**config.mk**
```make
export PLATFORM = sky130hd
export DESIGN_NAME = card_deal_ctrl_flat
export DESIGN_NICKNAME = d
export VERILOG_FILES = /design/src/rtl/card_deal_pkg.sv /design/src/rtl/card_deal_ctrl_if.sv /design/src/rtl/card_deal_rr_arb.sv /design/src/rtl/card_deal_ctrl.sv /design/src/flat_wrapper.sv
export SDC_FILE = /design/constraint.sdc
export NUM_CORES = 1
export LEC_CHECK = 0
export ABC_AREA = 1
export ABC_CLOCK_PERIOD_IN_PS = 1800
export CORE_ASPECT_RATIO = 0.7
export CORE_MARGIN = 4
export CORE_UTILIZATION = 51
export CTS_BUF_LIST = sky130_fd_sc_hd__clkbuf_4 sky130_fd_sc_hd__clkbuf_8
export DETAILED_ROUTE_END_ITERATION = 8
export GPL_ROUTABILITY_DRIVEN = 0
export GPL_TIMING_DRIVEN = 0
export HOLD_SLACK_MARGIN = 0.05
export PLACE_DENSITY_LB_ADDON = 0.1
export SYNTH_ARGS = -nofsm -noshare
export SYNTH_HDL_FRONTEND = slang
export SYNTH_SLANG_ARGS = --single-unit
```
**constraint.sdc**
```tcl
create_clock -name clk_ctrl_i -period 1.8 [get_ports clk_ctrl_i]
set_input_delay 0.36 -clock clk_ctrl_i [delete_from_list [all_inputs] [get_ports clk_ctrl_i]]
set_output_delay 0.36 -clock clk_ctrl_i [all_outputs]
set_load 0.02 [all_outputs]
```
**src/rtl/card_deal_pkg.sv**
```systemverilog
// rtl/card_deal_pkg.sv - shared state encoding, hand ids and defaults for the card deal controller
package card_deal_pkg;

    localparam logic [1:0] ST_IDLE    = 2'd0;
    localparam logic [1:0] ST_REQ     = 2'd1;
    localparam logic [1:0] ST_WAIT    = 2'd2;
    localparam logic [1:0] ST_DELIVER = 2'd3;

    typedef enum logic {
        PLAYER = 1'b0,
        DEALER = 1'b1
    } hand_e;

    // bit i is the hand receiving opening-deal slot i: player, dealer, player, dealer
    localparam logic [3:0] DEAL_ORDER = 4'b1010;

    localparam int unsigned DECK_SIZE_DEF = 52;
    localparam int unsigned CARD_LAT_DEF  = 2;

endpackage

```
**src/rtl/card_deal_ctrl_if.sv**
```systemverilog
// rtl/card_deal_ctrl_if.sv - game/datapath side signals of card_deal_ctrl; card_err_o exists only with CARD_CHECK_EN
interface card_deal_ctrl_if;

    logic       start_deal_i;
    logic       p_req_i;
    logic       d_req_i;
    logic [7:0] card_i;
    logic       req_card_o;
    logic [7:0] card_o;
    logic       p_valid_o;
    logic       d_valid_o;
    logic       busy_o;
    logic       deck_empty_o;
    logic [5:0] dealt_cnt_o;
`ifdef CARD_CHECK_EN
    logic       card_err_o;
`endif

    modport slave (
        input  start_deal_i, p_req_i, d_req_i, card_i,
        output req_card_o, card_o, p_valid_o, d_valid_o, busy_o, deck_empty_o, dealt_cnt_o
`ifdef CARD_CHECK_EN
        , output card_err_o
`endif
    );

    modport master (
        output start_deal_i, p_req_i, d_req_i, card_i,
        input  req_card_o, card_o, p_valid_o, d_valid_o, busy_o, deck_empty_o, dealt_cnt_o
`ifdef CARD_CHECK_EN
        , input card_err_o
`endif
    );

endinterface

```
**src/rtl/card_deal_rr_arb.sv**
```systemverilog
// rtl/card_deal_rr_arb.sv - two-requester round-robin arbiter for player/dealer hits
module card_deal_rr_arb
    import card_deal_pkg::*;
(
    input  logic       clk_ctrl_i,
    input  logic       rst_ctrl_i,
    input  logic [1:0] req,
    input  logic       adv,
    output logic [1:0] grant
);

    // last_q holds the most recently granted hand; it resets to PLAYER so a first tie goes to the dealer
    hand_e last_q;

    always_comb begin
        grant = 2'b00;
        if (req[PLAYER] && (!req[DEALER] || (last_q == DEALER))) begin
            grant[PLAYER] = 1'b1;
        end else if (req[DEALER]) begin
            grant[DEALER] = 1'b1;
        end
    end

    always_ff @(posedge clk_ctrl_i or posedge rst_ctrl_i) begin
        if (rst_ctrl_i) begin
            last_q <= PLAYER;
        end else if (adv && (grant != 2'b00)) begin
            last_q <= grant[DEALER] ? DEALER : PLAYER;
        end
    end

endmodule

```
**src/rtl/card_deal_ctrl.sv**
```systemverilog
// rtl/card_deal_ctrl.sv - opening deal and hit sequencer for the deck datapath; CARD_CHECK_EN adds card validation
module card_deal_ctrl
    import card_deal_pkg::*;
#(
    parameter int unsigned CARD_LAT  = CARD_LAT_DEF,
    parameter int unsigned DECK_SIZE = DECK_SIZE_DEF
) (
    input  logic            clk_ctrl_i,
    input  logic            rst_ctrl_i,
    card_deal_ctrl_if.slave bus
);

    localparam logic [2:0] LAT_LAST = 3'(CARD_LAT - 1);
    localparam logic [5:0] DECK_MAX = 6'(DECK_SIZE);

    logic [1:0] state_q, state_d;
    logic [2:0] lat_q;
    logic [1:0] slot_q;
    logic       deal_q;
    hand_e      hand_q;
    logic       err_q;
    logic       req_q;
    logic       p_vld_q;
    logic       d_vld_q;
    logic       busy_q;
    logic       empty_q;
    logic [7:0] card_q;
    logic [5:0] cnt_q;
    logic [5:0] cnt_inc;
    logic [1:0] grant;
    logic       accept_deal;
    logic       accept_hit;
    logic       card_bad;
    logic       lat_done;

    assign cnt_inc  = cnt_q + 6'd1;
    assign lat_done = (lat_q == LAT_LAST);

`ifdef CARD_CHECK_EN
    assign card_bad = (bus.card_i == 8'd0) || (bus.card_i > 8'(DECK_SIZE));
    assign bus.card_err_o = err_q;
`else
    assign card_bad = 1'b0;
`endif

    card_deal_rr_arb u_arb (
        .clk_ctrl_i (clk_ctrl_i),
        .rst_ctrl_i (rst_ctrl_i),
        .req        ({bus.d_req_i, bus.p_req_i}),
        .adv        (accept_hit),
        .grant      (grant)
    );

    always_comb begin
        state_d     = state_q;
        accept_deal = 1'b0;
        accept_hit  = 1'b0;
        case (state_q)
            ST_IDLE: begin
                if (!empty_q) begin
                    if (bus.start_deal_i) begin
                        accept_deal = 1'b1;
                        state_d     = ST_REQ;
                    end else if (grant != 2'b00) begin
                        accept_hit = 1'b1;
                        state_d    = ST_REQ;
                    end
                end
            end
            ST_REQ:  state_d = ST_WAIT;
            ST_WAIT: if (lat_done) state_d = ST_DELIVER;
            default: begin
                // a rejected card retries the same slot; a deal stops early if the deck runs out
                if (err_q || (deal_q && (slot_q != 2'd3) && (cnt_inc < DECK_MAX))) begin
                    state_d = ST_REQ;
                end else begin
                    state_d = ST_IDLE;
                end
            end
        endcase
    end

    always_ff @(posedge clk_ctrl_i or posedge rst_ctrl_i) begin
        if (rst_ctrl_i) begin
            state_q <= ST_IDLE;
            lat_q   <= 3'd0;
            slot_q  <= 2'd0;
            deal_q  <= 1'b0;
            hand_q  <= PLAYER;
            err_q   <= 1'b0;
            req_q   <= 1'b0;
            p_vld_q <= 1'b0;
            d_vld_q <= 1'b0;
            busy_q  <= 1'b0;
            empty_q <= 1'b0;
            card_q  <= 8'd0;
            cnt_q   <= 6'd0;
        end else begin
            state_q <= state_d;
            busy_q  <= (state_d != ST_IDLE);
            req_q   <= (state_d == ST_REQ);
            p_vld_q <= 1'b0;
            d_vld_q <= 1'b0;
            err_q   <= 1'b0;
            if (accept_deal) begin
                deal_q <= 1'b1;
                slot_q <= 2'd0;
                hand_q <= hand_e'(DEAL_ORDER[0]);
            end
            if (accept_hit) begin
                deal_q <= 1'b0;
                hand_q <= grant[DEALER] ? DEALER : PLAYER;
            end
            if (state_q == ST_REQ) begin
                lat_q <= 3'd0;
            end
            if (state_q == ST_WAIT) begin
                lat_q <= lat_q + 3'd1;
                if (lat_done) begin
                    err_q <= card_bad;
                    if (!card_bad) begin
                        card_q  <= bus.card_i;
                        p_vld_q <= (hand_q == PLAYER);
                        d_vld_q <= (hand_q == DEALER);
                    end
                end
            end
            if ((state_q == ST_DELIVER) && !err_q) begin
                if (cnt_q != DECK_MAX) begin
                    cnt_q <= cnt_inc;
                end
                empty_q <= (cnt_inc >= DECK_MAX);
                if (deal_q) begin
                    slot_q <= slot_q + 2'd1;
                    hand_q <= hand_e'(DEAL_ORDER[slot_q + 2'd1]);
                end
                if (state_d == ST_IDLE) begin
                    deal_q <= 1'b0;
                end
            end
        end
    end

    assign bus.req_card_o   = req_q;
    assign bus.card_o       = card_q;
    assign bus.p_valid_o    = p_vld_q;
    assign bus.d_valid_o    = d_vld_q;
    assign bus.busy_o       = busy_q;
    assign bus.deck_empty_o = empty_q;
    assign bus.dealt_cnt_o  = cnt_q;

endmodule

```
**src/flat_wrapper.sv**
```systemverilog
// flat-port wrapper written by rule: the top's interface ports become plain ports
module card_deal_ctrl_flat import card_deal_pkg::*;
#(
    parameter int unsigned CARD_LAT  = CARD_LAT_DEF,
    parameter int unsigned DECK_SIZE = DECK_SIZE_DEF
)
  (clk_ctrl_i, rst_ctrl_i, bus_start_deal_i, bus_p_req_i, bus_d_req_i, bus_card_i, bus_req_card_o, bus_card_o, bus_p_valid_o, bus_d_valid_o, bus_busy_o, bus_deck_empty_o, bus_dealt_cnt_o);
  card_deal_ctrl_if bus_i ();
  input  logic clk_ctrl_i;
  input  logic rst_ctrl_i;
  input wire logic [$bits(bus_i.start_deal_i)-1:0] bus_start_deal_i;
  input wire logic [$bits(bus_i.p_req_i)-1:0] bus_p_req_i;
  input wire logic [$bits(bus_i.d_req_i)-1:0] bus_d_req_i;
  input wire logic [$bits(bus_i.card_i)-1:0] bus_card_i;
  output wire logic [$bits(bus_i.req_card_o)-1:0] bus_req_card_o;
  output wire logic [$bits(bus_i.card_o)-1:0] bus_card_o;
  output wire logic [$bits(bus_i.p_valid_o)-1:0] bus_p_valid_o;
  output wire logic [$bits(bus_i.d_valid_o)-1:0] bus_d_valid_o;
  output wire logic [$bits(bus_i.busy_o)-1:0] bus_busy_o;
  output wire logic [$bits(bus_i.deck_empty_o)-1:0] bus_deck_empty_o;
  output wire logic [$bits(bus_i.dealt_cnt_o)-1:0] bus_dealt_cnt_o;
  assign bus_i.start_deal_i = bus_start_deal_i;
  assign bus_i.p_req_i = bus_p_req_i;
  assign bus_i.d_req_i = bus_d_req_i;
  assign bus_i.card_i = bus_card_i;
  assign bus_req_card_o = bus_i.req_card_o;
  assign bus_card_o = bus_i.card_o;
  assign bus_p_valid_o = bus_i.p_valid_o;
  assign bus_d_valid_o = bus_i.d_valid_o;
  assign bus_busy_o = bus_i.busy_o;
  assign bus_deck_empty_o = bus_i.deck_empty_o;
  assign bus_dealt_cnt_o = bus_i.dealt_cnt_o;
  card_deal_ctrl #(.CARD_LAT(CARD_LAT), .DECK_SIZE(DECK_SIZE)) u_core (.clk_ctrl_i(clk_ctrl_i), .rst_ctrl_i(rst_ctrl_i), .bus(bus_i));
endmodule
```
==> metrics.txt <==
Die Wd 70.18 um; # IOs 32; Period Utilization, post-route 96.12%; TritonCTS Buffers 5; synthesized netlist cell count 141; Synth area leaders dfrtp_1 53%, nand2_1 8.7%, ha_1 7.3%; ANT nets after route 0; R2R cell count 6; most common cell after layout, fill and taps aside nand2_1; final worst setup slack 0.06976 ns; Worst-Margin Slew 1.050 ns; cells along the critical path clkdlybuf4s50_1; crit-path max cell delay 0.65 ns; Post-DP HPWL 2225 um; #FFs+latches synth 29; min Tclk post-route 1.730 ns; grt ovf 0; syn_area_per_cell 9.788 um2; port bufs 31; Synth Cell Area 0.001380 mm2; Die Ht 51.53 um; DR vias 1044; Routed WL 2863 um; RSZ-0062 raised after global routing no; crit-path max FO 6; leading area contributor after synthesis dfrtp_1; vias in the first global route 1121; Clock transition at path regs 0.06 ns; initial DRC count 60; Clock Latency Late Sink 0.28 ns; hold crit path type reg2reg; pre-CTS WS 0.1224 ns; first-pass GRT wire length 4905 um; clock sink count 29; Via density 4.879; setup_tns 0 ns; Reg2Reg Setup Slack 0.19 ns; Final Hold Vio Count 0; CP bufs+invs 1; most frequent cells in the layout 32 x nand2_1, 30 x clkdlybuf4s50_1, 29 x dfrtp_1; skew final 0.004437 ns; initial core utilization 54.88%; Core ar. 0.002515 mm2; Antenna Diode Count 0; fmax 578.0 MHz; Rel. slew slack 29.94%; layout cell share with drive strength beyond 1 10.00%; Pre-antenna DRT Iters 5; CTS tree yes; # DRC 0; pwr/cell area 1648 mW/mm2; Crit. End Element output port; Max clock buf depth 2; FF-to-FF Start u_core.lat_q[1]; YS warnings 0; sw power 1.210 mW; Peak supply drop 0.8765 mV; CP max stage cell clkdlybuf4s50_1; Setup Crit Path Kind reg2out; status completed; synth unique cells 23; Top delay family on crit path buffers and inverters; combinational share of power 46.1%; Setup violations, final 0; P_int 1.792 mW; row count 15; share of total power in sequential cells 36.7%; Switching Share 40.31%; fin util 72.44%; initial antenna violation count 0; largest net degree at the start of global routing 30; Max Transition Viols Final 0; Clk pwr share 17.2%; Worst Hold Path Cells 1; top-area cell type share of the netlist area 52.58%; Post-CTS Setup Bufs 0; Final Total Pwr 3.003 mW; Worst Hold Launch u_core.hand_q; Leak Pwr 0.8780 nW; die area 0.003616 mm2; sequential share of the synthesized area 52.58%; WP data arrival 1.37 ns; CTS H-tree lvls 2; GRT Overall Usage 18.23%; Reg-to-Reg End u_core.bus.card_o[7]; WHS Endpoint u_core.bus.p_valid_o; fin nets 200; Critical Path RT 1.44 ns; crit start category flip-flop; routed wire length per instance 13.38 um; max-cap viol count 0; root buf cell clkbuf_8; Mapped Nets 162; Area growth syn-to-layout 32.00%
==> power groups by stage <==
| stage | sequential [mW] | clock [mW] | combinational, mW |
|---|---|---|---|
| after detailed placement | 1.11 | 0 | 1.39 |
| after global routing | 1.14 | 0.569 | 1.52 |
| after global placement | 1.09 | 0 | 1.32 |
| after floorplan | 1.28 | 0 | 0.650 |
| after CTS | 1.10 | 0.531 | 1.40 |
| final | 1.10 | 0.518 | 1.38 |
==> registers in the layout (all words and copies together), names as in the netlist <==
name	flops
u_core.bus.d_valid_o	1
u_core.slot_q	2
u_core.u_arb.last_q	1
u_core.bus.p_valid_o	1
u_core.deal_q	1
u_core.lat_q	3
u_core.bus.dealt_cnt_o	6
u_core.bus.deck_empty_o	1
u_core.bus.busy_o	1
u_core.bus.card_o	8
u_core.state_q	2
u_core.bus.req_card_o	1
u_core.hand_q	1
==> per-stage QoR <==
stage | hold WS [ns] | area, um2 | cells
floorplan | 0.4253 | 1380 | 141
global placement | 0.4442 | 1733 | 206
detailed placement | 0.4508 | 1733 | 206
CTS | 0.4578 | 1819 | 214
global route | 0.5013 | 1822 | 214
finish | 0.4574 | 1822 | 214
==> logic make-up (layout without fill, tap and decap cells) <==
group	Yosys count	count (layout)	synth area share, %
buffers and inverters	20	59	5.440
flip-flops	29	29	52.58
AO/OA/AOI/OAI	17	17	6.347
multiplexers	8	8	6.528
adder cells (fa/ha/maj)	8	8	7.253
AND/OR/NAND/NOR	54	54	18.13
XOR/XNOR	5	5	3.718
==> area by class of cell <==
| class | instances | area (um2) |
|---|---|---|
| multi-input cells | 92 | 579.3 |
| fillers | 191 | 693.2 |
| clock buffers | 6 | 76.32 |
| repair buffers | 31 | 312.8 |
| well taps | 34 | 42.54 |
| clock inverters | 2 | 10.01 |
| inverters | 20 | 75.07 |
| flip-flops and latches | 29 | 725.7 |
==> layer usage <==
metal / global-route usage, % / routed length [um] / vias to the layer above
met2: 34.01 / 1506 / 34
met4: 5.732 / 25 / 0
li1: - / - / 528
met3: 7.143 / 182 / 3
met1: 19.15 / 1149 / 479
met5: 0 / 0 / -
==> worst max path at each step <==
stage,startpoint,to,slack [ns],depth (start not counted)
2_1_floorplan,u_core.bus.dealt_cnt_o[0],u_core.bus.dealt_cnt_o[2],0.37,8
3_3_place_gp,rst_ctrl_i,u_core.bus.dealt_cnt_o[5],0.15,2
3_5_place_dp,bus_d_req_i,u_core.bus.req_card_o,0.12,10
4_1_cts,u_core.bus.dealt_cnt_o[2],bus_dealt_cnt_o[2],0.04,1
5_1_grt,u_core.bus.dealt_cnt_o[3],bus_dealt_cnt_o[3],0.01,1
6_report,u_core.bus.dealt_cnt_o[3],bus_dealt_cnt_o[3],0.07,1
==> synth_stat cells <==
library cell / n
inv_1: 18
dfrtp_1: 29
o21ai_1: 6
o21ai_0: 6
inv_2: 2
a21oi_1: 3
nor3_1: 1
a31oi_1: 1
nand3_1: 5
mux2_1: 8
nand2_1: 32
or2_0: 1
ha_1: 8
nor2_2: 2
xor2_1: 3
xnor2_1: 1
xor2_2: 1
nor3b_1: 1
nand2_2: 1
nor2_4: 1
nor2_1: 7
o22ai_1: 1
nand3_2: 3
==> repair_timing <==
action                     4_1_cts  5_1_grt
setup endpoints to repair        0        1
hold buffers                     0        0
gates resized for setup          0        1
No activity file was read; power rests on OpenSTA's default activity.
